===== src/rtl/mem_arbiter_pkg.sv =====
// rtl/mem_arbiter_pkg.sv - shared state encoding, access size codes and timeout for mem_arbiter
package mem_arbiter_pkg;

    typedef enum logic [1:0] {
        IDLE      = 2'b00,
        GRANT_IF  = 2'b01,
        GRANT_MEM = 2'b10
    } arb_state_e;

    localparam logic [1:0] SIZE_BYTE = 2'b00;
    localparam logic [1:0] SIZE_HALF = 2'b01;
    localparam logic [1:0] SIZE_WORD = 2'b10;

    localparam logic [3:0] TIMEOUT = 4'd15;

    function automatic logic misaligned(input logic [1:0] size, input logic [1:0] addr_lo);
        case (size)
            SIZE_BYTE: misaligned = 1'b0;
            SIZE_HALF: misaligned = addr_lo[0];
            SIZE_WORD: misaligned = |addr_lo;
            default:   misaligned = 1'b1;
        endcase
    endfunction

endpackage


===== src/rtl/mem_lane_gen.sv =====
// rtl/mem_lane_gen.sv - big-endian byte-lane select and store-data replication
module mem_lane_gen
    import mem_arbiter_pkg::*;
(
    input  logic [1:0]  size,
    input  logic [1:0]  addr_lo,
    input  logic [31:0] wdata,
    output logic [3:0]  sel,
    output logic [31:0] lane_wdata
);

    always_comb begin
        sel        = 4'b1111;
        lane_wdata = wdata;
        case (size)
            SIZE_BYTE: begin
                sel        = 4'b1000 >> addr_lo;
                lane_wdata = {4{wdata[7:0]}};
            end
            SIZE_HALF: begin
                sel        = addr_lo[1] ? 4'b0011 : 4'b1100;
                lane_wdata = {2{wdata[15:0]}};
            end
            default: begin
                sel        = 4'b1111;
                lane_wdata = wdata;
            end
        endcase
    end

endmodule


===== src/rtl/mem_arbiter.sv =====
// rtl/mem_arbiter.sv - IF/MEM arbiter onto one SRAM port; MEM_ARB_BYTE_LANE_EN enables byte lanes
module mem_arbiter
    import mem_arbiter_pkg::*;
(
    input  logic        clk,
    input  logic        rst,
    input  logic        if_req,
    input  logic [31:0] if_addr,
    output logic [31:0] if_rdata,
    output logic        if_ack,
    input  logic        mem_req,
    input  logic        mem_we,
    input  logic [1:0]  mem_size,
    input  logic [31:0] mem_addr,
    input  logic [31:0] mem_wdata,
    output logic [31:0] mem_rdata,
    output logic        mem_ack,
    output logic        bus_err,
    output logic        stall_req,
    output logic        bus_ce,
    output logic        bus_we,
    output logic [31:0] bus_addr,
    output logic [3:0]  bus_sel,
    output logic [31:0] bus_wdata,
    input  logic [31:0] bus_rdata,
    input  logic        bus_ready
);

    arb_state_e  state_q, state_d;
    logic [3:0]  wait_cnt_q, wait_cnt_d;
    logic        last_mem_q, last_mem_d;
    logic        misalign_q, misalign_d;
    logic        bus_ce_q, bus_ce_d;
    logic        bus_we_q, bus_we_d;
    logic [31:0] bus_addr_q, bus_addr_d;
    logic [3:0]  bus_sel_q, bus_sel_d;
    logic [31:0] bus_wdata_q, bus_wdata_d;
    logic        if_ack_q, if_ack_d;
    logic        mem_ack_q, mem_ack_d;
    logic        bus_err_q, bus_err_d;
    logic [31:0] if_rdata_q, if_rdata_d;
    logic [31:0] mem_rdata_q, mem_rdata_d;

    logic        if_pend, mem_pend, grant_if, grant_mem;
    logic        if_mis, mem_mis, done, err, owner_req;
    logic [31:0] done_rdata;
    logic [3:0]  lane_sel;
    logic [31:0] lane_wdata;

`ifdef MEM_ARB_BYTE_LANE_EN
    mem_lane_gen u_lane_gen (
        .size       (mem_size),
        .addr_lo    (mem_addr[1:0]),
        .wdata      (mem_wdata),
        .sel        (lane_sel),
        .lane_wdata (lane_wdata)
    );
`else
    assign lane_sel   = 4'b1111;
    assign lane_wdata = mem_wdata;
`endif

    always_comb begin
        // A requester being acked this cycle still holds req; it must not be regranted.
        if_pend   = if_req & ~if_ack_q;
        mem_pend  = mem_req & ~mem_ack_q;
        grant_if  = if_pend & (last_mem_q | ~mem_pend);
        grant_mem = mem_pend & ~grant_if;
        if_mis    = misaligned(SIZE_WORD, if_addr[1:0]);
        mem_mis   = misaligned(mem_size, mem_addr[1:0]);

        done       = misalign_q | bus_ready | (wait_cnt_q == TIMEOUT);
        err        = misalign_q | ~bus_ready;
        done_rdata = err ? 32'h0 : bus_rdata;
        owner_req  = (state_q == GRANT_MEM) ? mem_req : if_req;

        state_d     = state_q;
        wait_cnt_d  = wait_cnt_q;
        last_mem_d  = last_mem_q;
        misalign_d  = misalign_q;
        bus_ce_d    = bus_ce_q;
        bus_we_d    = bus_we_q;
        bus_addr_d  = bus_addr_q;
        bus_sel_d   = bus_sel_q;
        bus_wdata_d = bus_wdata_q;
        if_ack_d    = 1'b0;
        mem_ack_d   = 1'b0;
        bus_err_d   = 1'b0;
        if_rdata_d  = if_rdata_q;
        mem_rdata_d = mem_rdata_q;

        case (state_q)
            IDLE: begin
                wait_cnt_d = 4'd0;
                if (grant_mem) begin
                    state_d     = GRANT_MEM;
                    last_mem_d  = 1'b1;
                    misalign_d  = mem_mis;
                    bus_ce_d    = ~mem_mis;
                    bus_we_d    = mem_we & ~mem_mis;
                    bus_addr_d  = {mem_addr[31:2], 2'b00};
                    bus_sel_d   = lane_sel;
                    bus_wdata_d = lane_wdata;
                end else if (grant_if) begin
                    state_d     = GRANT_IF;
                    last_mem_d  = 1'b0;
                    misalign_d  = if_mis;
                    bus_ce_d    = ~if_mis;
                    bus_we_d    = 1'b0;
                    bus_addr_d  = {if_addr[31:2], 2'b00};
                    bus_sel_d   = 4'b1111;
                    bus_wdata_d = 32'h0;
                end
            end
            GRANT_IF, GRANT_MEM: begin
                if (done) begin
                    state_d  = IDLE;
                    bus_ce_d = 1'b0;
                    bus_we_d = 1'b0;
                    // An abandoned request finishes its bus cycle silently.
                    if (owner_req) begin
                        bus_err_d = err;
                        if (state_q == GRANT_MEM) begin
                            mem_ack_d   = 1'b1;
                            mem_rdata_d = done_rdata;
                        end else begin
                            if_ack_d    = 1'b1;
                            if_rdata_d  = done_rdata;
                        end
                    end
                end else begin
                    wait_cnt_d = wait_cnt_q + 4'd1;
                end
            end
            default: state_d = IDLE;
        endcase
    end

    always_ff @(posedge clk) begin
        if (rst) begin
            state_q     <= IDLE;
            wait_cnt_q  <= 4'd0;
            last_mem_q  <= 1'b0;
            misalign_q  <= 1'b0;
            bus_ce_q    <= 1'b0;
            bus_we_q    <= 1'b0;
            bus_addr_q  <= 32'h0;
            bus_sel_q   <= 4'b0000;
            bus_wdata_q <= 32'h0;
            if_ack_q    <= 1'b0;
            mem_ack_q   <= 1'b0;
            bus_err_q   <= 1'b0;
            if_rdata_q  <= 32'h0;
            mem_rdata_q <= 32'h0;
        end else begin
            state_q     <= state_d;
            wait_cnt_q  <= wait_cnt_d;
            last_mem_q  <= last_mem_d;
            misalign_q  <= misalign_d;
            bus_ce_q    <= bus_ce_d;
            bus_we_q    <= bus_we_d;
            bus_addr_q  <= bus_addr_d;
            bus_sel_q   <= bus_sel_d;
            bus_wdata_q <= bus_wdata_d;
            if_ack_q    <= if_ack_d;
            mem_ack_q   <= mem_ack_d;
            bus_err_q   <= bus_err_d;
            if_rdata_q  <= if_rdata_d;
            mem_rdata_q <= mem_rdata_d;
        end
    end

    assign stall_req = (if_req | mem_req) & ~(if_ack_q | mem_ack_q);
    assign bus_ce    = bus_ce_q;
    assign bus_we    = bus_we_q;
    assign bus_addr  = bus_addr_q;
    assign bus_sel   = bus_sel_q;
    assign bus_wdata = bus_wdata_q;
    assign if_ack    = if_ack_q;
    assign mem_ack   = mem_ack_q;
    assign bus_err   = bus_err_q;
    assign if_rdata  = if_rdata_q;
    assign mem_rdata = mem_rdata_q;

endmodule

===== config.mk =====
export PLATFORM = sky130hd
export DESIGN_NAME = mem_arbiter
export DESIGN_NICKNAME = d
export VERILOG_FILES = /design/src/rtl/mem_arbiter_pkg.sv /design/src/rtl/mem_lane_gen.sv /design/src/rtl/mem_arbiter.sv
export SDC_FILE = /design/constraint.sdc
export NUM_CORES = 1
export LEC_CHECK = 0
export CORE_MARGIN = 4
export CORE_UTILIZATION = 35
export DETAILED_ROUTE_END_ITERATION = 12
export GPL_ROUTABILITY_DRIVEN = 0
export HOLD_SLACK_MARGIN = 0.12
export PLACE_DENSITY_LB_ADDON = 0.08
export SLEW_MARGIN = 20
export SYNTH_ARGS = -nofsm -noshare
export SYNTH_HDL_FRONTEND = slang
export SYNTH_SLANG_ARGS = --single-unit

===== constraint.sdc =====
create_clock -name clk -period 5.1 [get_ports clk]
set_input_delay 1.53 -clock clk [delete_from_list [all_inputs] [get_ports clk]]
set_output_delay 1.53 -clock clk [all_outputs]
set_load 0.1 [all_outputs]

# --- Yosys cells after proc, flatten, opt, wreduce, memory -nomap -nowiden ---
# Cells that the tools add are included.
word_totals:
  register_bits: 145
  output_inout_bits: 138
  wordCells: 88
op_classes:
  add_sub_neg: 1
  n_eq_ne: 8
  muxes: 27
  bitwise: 24
  n_reduce_logical: 14
op_table:
  columns: ["operator", "n"]
  rows:
  - ["2-to-1 mux 32 bit", 5]
  - ["2-to-1 mux 4 bit", 3]
  - ["inverter 1 bit", 12]
  - ["2-to-1 mux 1 bit", 11]
  - ["case mux 4 bit (2 select lines)", 1]
  - ["AND reduction 4 bit", 2]
  - ["AND 1 bit", 6]
  - ["2-to-1 mux 2 bit", 3]
  - ["bitwise OR 1 bit", 6]
  - ["AND reduction 2 bit", 3]
  - ["OR reduction 2 bit", 3]
  - ["adder 4 x 1 -> 4 bit, second input constant", 1]
  - ["equality test 2 x 1 -> 1 bit, second input constant", 2]
  - ["equality test 2 bit, second input constant", 2]
  - ["equality test 4 bit, second input constant", 1]
  - ["logical NOT 2 bit", 2]
  - ["!= test 2 bit, second input constant", 2]
  - ["case mux 1 bit (2 select lines)", 2]
  - ["case mux 2 bit (2 select lines)", 1]
  - ["nonzero test 2 bit", 2]
  - ["OR reduction 4 bit", 1]
  - ["!= test 3 bit, second input constant", 1]
  - ["case mux 1 bit (3 select lines)", 1]
  - ["AND reduction 3 bit", 1]

# --- Depth between registers and ports, before layout ---
# Gate-level depths: netlist of run 1.
depth:
  ltp_word: 9
  mapped_depth: 8
  ltp_nobuf: 6

# --- Worst setup path before layout of run 1 ---
# OpenSTA, ideal clock, no wires.
synth_timing:
  path_kind: "input to output"
  startpoint: "in if_req"
  endpoint: "out stall_req"
  t_arrival_ns: 3.584
  required_ns: 3.570
  setup_slack_ns: -0.014
  cell_stages: 2
  path_buffers: 0
  cell_sequence: "nor2_1 nor3_1"
synth_via:
  elab_chain_len: 2
synth_lines:
  columns: ["item", "line_no", "rtl"]
  rows:
  - ["from (decl)", "mem_arbiter.sv:7", "input logic if_req,"]
  - ["bitwise OR 1 bit", "mem_arbiter.sv:173", "assign stall_req = (if_req | mem_req) & ~(if_ack_q | mem_ack_q);"]
  - ["AND 1 bit", "mem_arbiter.sv:173", null]
  - ["to (decl)", "mem_arbiter.sv:19", "output logic stall_req,"]
# Every way passes these cells.

# --- Worst setup path in the final report of run 1 ---
# Same ends and word-level chain as after synthesis.

==> metrics.txt, run 1 <==
# port buffers=271; Post-synth ARST share=0; ant diodes=0; status=complete, no violations; synth unique cells=39; vias in the first global route=5,333; # placed instances=1,051; post-CTS sizing=0; first-pass GRT wire length=27.01 mm; Req. time, crit path=3570 ps; Die X=133.0 um; worst setup margin=940.9 ps; worst reg2reg path depth=4; initial antenna violation count=0; htree depth=4; Area growth syn-to-layout=62.04%; Rel. slew slack=0.2968; CTS tree=built; Post-Route Setup TNS=0 ps; CP Launch Type=input pin; Final period util=0.8155; cell taking the most area after synthesis=dfxtp_1; worst r2r src=mem_ack; root buf cell=clkbuf_16; # clock sinks=140; Skew-Pair Late Insertion Delay=420 ps; Fillers=1,357; CP max FO=6; area of the core=15,260 sq um; mapped cell area=5471 sq um; gr ovfl total=0; Crit Path Class=in2out; DR iter-0 viols=317; post-synthesis sequential area ratio=0.5122; TritonRoute pass-1 iters=5; largest net degree at the start of global routing=105; hold depth=2; Post-Syn Instances=618; GRT Resource Usage Total=0.1896; clk_skew=7.683 ps; hold path startpoint=mem_rdata[0]; CP endpoint kind=output pin; final net count=1,000; fin cells=1,084; drt via density=4.970; Initial Util=0.3586; RSZ-0062 raised after global routing=no; DRC viols=0; FMAX=240.4 MHz; Routed Antenna Nets=0; layout cells sized above 1=0.05842; Max Cap Violations=0; post-place setup slack=934.7 ps; chip height=133.0 um; CTS Buffer Depth=2; Least-Margin Pin Slew=1052 ps; flops & latches, synth=140; Leakage=3.227 nW; Worst Hold Class=reg2reg; total wire length=17.17 mm; WP data arrival=2630 ps; vias=5,388; IO Count=274; Inserted Clock Buffers=17; peak supply drop=226.0 uV; crit path time final=4159 ps; top post-synthesis cells by area=dfxtp_1 51%, a21oi_1 6.3%, nand3_1 6.0%; EDFF count, synth=0; Synth Area per Inst=8.854 sq um; die area=17,700 sq um; worst reg-to-reg setup slack=2830 ps; max-slew violations=0; Hold Violations, Final=0; Worst Hold Endpoint=mem_rdata[0]; power per standard cell area=400.4 nW/um^2; CTS clock-pin slew for the worst setup and hold paths=60 ps; FP Rows=45; Setup-failing EPs final=0; Final HPWL DP=12.34 mm; cts hold-fix bufs=0; Ys Warns=0; reg-to-reg endpoint=bus_ce; Post-CTS Setup Inserts=0; top-area cell type share of the netlist area=0.5122; Primary FF master, synth=dfxtp_1; routed length per instance=15.84 um
==> cells in the final DEF (no fill, tap or decap), drive strengths merged, types with 2 or more instances in the layout <==
cell / instances
buf: 11
nand4: 2
a211oi: 30
nor3: 3
a21oi: 69
clkinvlp: 3
nand3b: 2
nor2: 77
bufinv: 2
nor3b: 2
nor2b: 3
conb: 2
mux2i: 32
nand3: 66
a22oi: 33
dfxtp: 140
clkbuf: 23
nand2: 69
a32o: 2
inv: 4
or2: 2
nand2b: 2
clkdlybuf4s50: 269
clkinv: 3
o21ai: 4
ha: 4
==> cells in the mapped netlist (2+ instances only) <==
cell type / n
buf_1: 6
nand2b_1: 2
nand4_1: 2
mux2i_1: 32
a22oi_1: 33
ha_1: 4
nor3b_2: 2
o21ai_0: 4
nand3b_1: 2
nand3_1: 66
nor3_1: 3
a32o_1: 2
clkbuf_1: 25
buf_6: 3
nand2_1: 69
a21oi_1: 69
dfxtp_1: 140
buf_2: 15
nor2_1: 77
nor2b_1: 3
inv_1: 3
or2_1: 2
buf_4: 9
a211oi_1: 30
==> sequential cells by signal, summed over array words and instances (netlist names), 2 cells and up <==
signal      flops
if_rdata       32
state_q         2
mem_rdata      32
bus_wdata      32
wait_cnt_q      4
bus_addr       30
==> power by group <==
group / internal, mW / total (mW) / leakage, nW / switching (mW)
logic: 0.310 / 1.10 / 1.80 / 0.793
registers: 1.17 / 1.21 / 1.14 / 0.0417
clock network: 0.773 / 1.24 / 0.286 / 0.463
total: 2.25 / 3.55 / 3.23 / 1.30
==> layout make-up <==
class	count	area, sq um	share of cell area
inverters	3	11.26	0.001270
clock buffers	23	488.0	0.05504
flip-flops and latches	140	2803	0.3161
multi-input cells	418	2402	0.2710
clock inverters	9	110.1	0.01242
repair buffers	280	2788	0.3144
well taps	211	264.0	0.02978
==> metal layers <==
metal  routed length, um  GRT usage  up-vias
met3                1633    0.08289       23
met1                6927     0.2196     2517
met5                   0          0        -
li1                    -          -     2641
met2                8297     0.3121      207
met4                 309    0.06697        0
==> kinds of logic (layout without fill, tap and decap cells) <==
kind of cell,after synthesis,in the layout,synth area share
AND/OR/NAND/NOR,233,233,0.1880
AO/OA/AOI/OAI,147,147,0.1759
flip-flops,140,140,0.5122
buffers and inverters,61,315,0.05557
multiplexers,32,32,0.05854
adder cells (fa/ha/maj),4,4,0.009147
other,1,2,0.0006854
==> worst max path at each step <==
stage	startpoint	to
final	if_req	stall_req
after global routing	if_req	stall_req
after CTS	if_req	stall_req
after detailed placement	if_req	stall_req
after global placement	if_req	stall_req
after floorplan	if_req	stall_req
==> worst max-delay path, stage by stage <==
cell and delay (ps):
clkdlybuf4s50_1 590, nor2_1 90, nor3_2 110, buf_4 310
==> through the flow <==
| stage | hold WS [ps] | utilization | area [sq um] | total power, mW |
|---|---|---|---|---|
| 6_report | 452.1 | 0.5811 | 8866 | 3.550 |
| 4_1_cts | 455.0 | 0.5797 | 8846 | 3.583 |
| 3_5_place_dp | 447.0 | 0.5405 | 8248 | 2.341 |
| 5_1_grt | 467.9 | 0.5811 | 8866 | 3.683 |
| 2_1_floorplan | 449.4 | - | 5480 | 2.023 |
| 3_3_place_gp | 442.5 | 0.5405 | 8247 | 2.329 |
No activity file was read; power rests on OpenSTA's default activity.
==> inputs of run 2 (changes only) <==
- clock period: 5.1 -> 3.6 ns (I/O delays scaled with it)
==> run 2 against run 1 <==
Power is 40% higher. Sequential share of layout area is 1.2 points higher. Register-to-register slack worse by 1200 ps. Non-clock buffer count is 2 higher. Critical path depth stayed put. Die area stayed put. First-iteration DRC count is 2.5% lower. Largest cell class unchanged.
==> metrics.txt, run 2 (synthesized netlist as in run 1, its figures left out) <==
Sw Pwr=1.831 mW; post-CTS sizing=0; Max stage delay cell, worst path=clkdlybuf4s50_1; area of the core=15,260 sq um; cts hold-fix bufs=0; sequential share of power=0.347; GRT Resource Usage Total=0.1900; Internal=3.134 mW; Hold WS=452.9 ps; Req. time, crit path=2520 ps; # port buffers=271; worst setup margin=322.4 ps; IO Count=274; CTS tree=built; max-slew violations=0; multi-input combinational cell area=2401 sq um; drt via density=4.954; Comb power frac=0.308; CTS clock-pin slew for the worst setup and hold paths=50 ps; largest net degree at the start of global routing=66; root buf cell=clkbuf_16; RSZ-0062 raised after global routing=no; Fillers=1,413; Worst Hold Class=reg2reg; DR iter-0 viols=309; vias=5,375; worst path cell trace=clkdlybuf4s50_1 -> nor2_1 -> nor3_2 -> buf_12; crit path time final=3278 ps; layout cells sized above 1=0.2151; Skew-Pair Late Insertion Delay=410 ps; CP max stage delay=600 ps; peak supply drop=378.7 uV; vias in the first global route=5,431; Post-Route Setup TNS=0 ps; Rel. slew slack=0.5175; Least-Margin Pin Slew=723.8 ps; ant diodes=0; WP data arrival=2200 ps; gr ovfl total=0; Initial Util=0.3586; die area=17,700 sq um; Hold Violations, Final=0; Crit Path Class=in2out; FP Rows=45; status=complete, no violations; Crit path max-delay family=buffers and inverters; area occupied by registers=2803 sq um; routed length per instance=15.87 um; htree depth=4; post-place setup slack=320.1 ps; Post-CTS Setup Inserts=0; Final HPWL DP=12.32 mm; most frequent cells in the layout=145 x buf_4, 140 x dfxtp_1, 134 x clkdlybuf4s50_1; DRC viols=0; leading cell type in the layout, fill and taps excluded=buf_4; first-pass GRT wire length=27.30 mm; Final period util=0.9105; Die X=133.0 um; # clock sinks=140; total wire length=17.22 mm; TritonRoute pass-1 iters=4; Leakage=3.499 nW; CP endpoint kind=output pin; CTS Buffer Depth=2; CP Launch Type=input pin; Sw Share=0.3687; Bufs and invs on worst path=2; FMAX=305.1 MHz; CP max FO=6; initial antenna violation count=0; final net count=1,002; chip height=133.0 um; Inserted Clock Buffers=17; Area growth syn-to-layout=56.32%; Routed Antenna Nets=0; Setup-failing EPs final=0; power per standard cell area=580.5 nW/um^2; clk_skew=8.476 ps; clock group share of total power=0.345; Max Cap Violations=0
==> run 2: stage by stage <==
step / instances / power, mW / cell area, sq um / utilization
CTS: 1085 / 5.021 / 8553 / 0.5606
detailed placement: 1054 / 3.288 / 7969 / 0.5223
floorplan: 619 / 2.866 / 5480 / -
global placement: 1054 / 3.273 / 7969 / 0.5223
global route: 1085 / 5.170 / 8553 / 0.5606
finish: 1085 / 4.965 / 8553 / 0.5606
==> run 2: layer usage <==
layer | wire, um | track usage | vias up
li1 | - | - | 2649
met1 | 6978 | 0.2224 | 2497
met2 | 8479 | 0.3208 | 207
met3 | 1490 | 0.07186 | 22
met4 | 274 | 0.06178 | 0
met5 | 0 | 0 | -
==> run 2: worst paths after layout <==
| path | start | slack, ps | endpoint | cells after the start |
|---|---|---|---|---|
| worst max-delay path | if_req | 320 | stall_req | 4 |
| worst min-delay path | if_rdata[8] | 450 | if_rdata[8] | 2 |
| worst max register to register | mem_ack | 1630 | bus_addr[8] | 5 |
| worst min register to register | if_rdata[8] | 450 | if_rdata[8] | 2 |
==> run 2: power groups by stage <==
stage               Sequential [mW]  Combinational [mW]  Clock (mW)
CTS                            1.72                1.54        1.76
detailed placement             1.75                1.54           0
finish                         1.72                1.53        1.71
global route                   1.73                1.60        1.83
floorplan                      2.45               0.421           0
global placement               1.75                1.52           0
==> run 2: layout make-up <==
class / instances / share of cell area
Clock buffer: 20 / 0.05456
Clock inverter: 11 / 0.01375
Inverter: 3 / 0.001317
Multi-Input combinational cell: 418 / 0.2807
Sequential cell: 140 / 0.3277
Tap cell: 211 / 0.03087
Timing Repair Buffer: 282 / 0.2911
==> run 2: worst reg2reg max path: cells and delay by family (launching register included) <==
kind | cells | cell delay, ps
AO/OA/AOI/OAI | 1 | 90
buffers and inverters | 1 | 310
AND/OR/NAND/NOR | 2 | 830
flip-flops | 1 | 380
multiplexers | 1 | 210
==> inputs of run 3 (changes only) <==
- PLACE_DENSITY: default -> 0.75
- PLACE_DENSITY_LB_ADDON: 0.08 -> default
==> run 3 against run 2 <==
Combinational power is essentially flat. Critical path type unchanged. Fmax grew 2.2%. Design area grew 0.32%. Largest power group is now clock. Wire length shrank 3.6%. Via count shrank 2.0%. Sequential share of layout area shrank 0.11 points. Worst setup slack gained 70 ps. Worst hold slack lost 0.60 ps. Non-clock buffer count shrank 1. Register-to-register slack gained 40 ps. Global-route usage shrank 0.90 points. Flip-flop and latch count is the same.
==> metrics.txt, run 3 (synthesized netlist as in run 1, its figures left out) <==
status=complete, no violations; clk_skew=6.486 ps; first-pass GRT wire length=25.88 mm; fin area=8581 sq um; Final HPWL DP=11.71 mm; ant diodes=0; CTS clock-pin slew for the worst setup and hold paths=50 ps; Setup-failing EPs final=0; clock group share of total power=0.352; Crit path max-delay family=buffers and inverters; gr ovfl total=0; CP max FO=6; chip height=133.0 um; Max stage delay cell, worst path=clkdlybuf4s50_1; Hold WS=452.3 ps; Rel. slew slack=0.4994; Sw Share=0.3599; final net count=1,001; htree depth=4; Final Power=5.016 mW; worst path cell trace=clkdlybuf4s50_1 -> nor2_1 -> nor3_2 -> buf_12; Cell Area, Placed=7986 sq um; post-CTS sizing=0; drt via density=4.859; IO Count=274; Internal=3.210 mW; Least-Margin Pin Slew=750.9 ps; Final period util=0.8910; CP endpoint kind=output pin; most frequent cells in the layout=142 x buf_4, 140 x dfxtp_1, 134 x clkdlybuf4s50_1; Comb power frac=0.305; # port buffers=271; CTS tree=built; largest net degree at the start of global routing=69; root buf cell=clkbuf_16; Req. time, crit path=2520 ps; vias in the first global route=4,846; Crit Path Class=in2out; RSZ-0062 raised after global routing=no; area of the core=15,260 sq um; Core Util, Final=0.5624; total wire length=16.61 mm; DRC viols=0; vias=5,267; FP Rows=45; Inserted Clock Buffers=17; GRT Resource Usage Total=0.1810; Initial Util=0.3586; leading cell type in the layout, fill and taps excluded=buf_4; crit path time final=3208 ps; Fillers=1,421; Leakage=3.506 nW; initial antenna violation count=0; Worst Hold Class=reg2reg; peak supply drop=325.2 uV; CP max stage delay=570 ps; CP Launch Type=input pin; WP data arrival=2130 ps; CTS Buffer Depth=2; cts hold-fix bufs=0; routed length per instance=15.32 um; FMAX=311.8 MHz; Hold Violations, Final=0; Sw Pwr=1.805 mW; Post-Route Setup TNS=0 ps; Post-CTS Setup Inserts=0; die area=17,700 sq um; Skew-Pair Late Insertion Delay=410 ps; DR iter-0 viols=312; max-slew violations=0; Die X=133.0 um; layout cells sized above 1=0.2096; Routed Antenna Nets=0; area occupied by registers=2803 sq um; Max Cap Violations=0; TritonRoute pass-1 iters=4; power per standard cell area=584.5 nW/um^2; Area growth syn-to-layout=56.83%; # clock sinks=140; Bufs and invs on worst path=2; sequential share of power=0.342; multi-input combinational cell area=2401 sq um
[run 3: worst paths after layout]
kind / startpoint / endpoint / slack, ps / cells after the start
worst max-delay path: if_req / stall_req / 390 / 4
worst min-delay path: if_rdata[15] / if_rdata[15] / 450 / 2
worst max register to register: state_q[0] / mem_rdata[23] / 1670 / 7
worst min register to register: if_rdata[15] / if_rdata[15] / 450 / 2
[run 3: power groups by stage]
stage,logic [mW],clock network (mW),registers [mW]
2_1_floorplan,0.421,0,2.45
3_3_place_gp,1.54,0,1.75
3_5_place_dp,1.54,0,1.75
4_1_cts,1.54,1.81,1.72
5_1_grt,1.60,1.87,1.73
6_report,1.53,1.77,1.72
[run 3: metrics by stage]
step / setup WS (ps) / cells
2_1_floorplan: 248.9 / 619
3_3_place_gp: 405.5 / 1053
3_5_place_dp: 390.5 / 1053
4_1_cts: 388.3 / 1084
5_1_grt: 338.3 / 1084
6_report: 392.4 / 1084
[run 3: area by class of cell]
| type | count | area share |
|---|---|---|
| sequential | 140 | 0.3266 |
| timing repair buffer | 281 | 0.2922 |
| multi-input combinational | 418 | 0.2798 |
| clock buffer | 24 | 0.05614 |
| tap | 211 | 0.03077 |
| clock inverter | 7 | 0.01312 |
| inverter | 3 | 0.001312 |
[run 3: routing by layer]
metal / share of wire / up-vias / routed length [um] / GRT usage
li1: - / 2650 / - / -
met1: 0.42 / 2401 / 6943 / 0.2217
met2: 0.48 / 192 / 8005 / 0.2915
met3: 0.081 / 24 / 1344 / 0.06996
met4: 0.019 / 0 / 316 / 0.06120
met5: 0 / - / 0 / 0
[run 3: worst register-to-register path, stage by stage (launching register included)]
cell	delay, ps
dfxtp_1	310
inv_1	100
ha_1	220
mux2i_1	430
nand3b_1	170
buf_4	350
nand2_1	120
a21oi_1	150
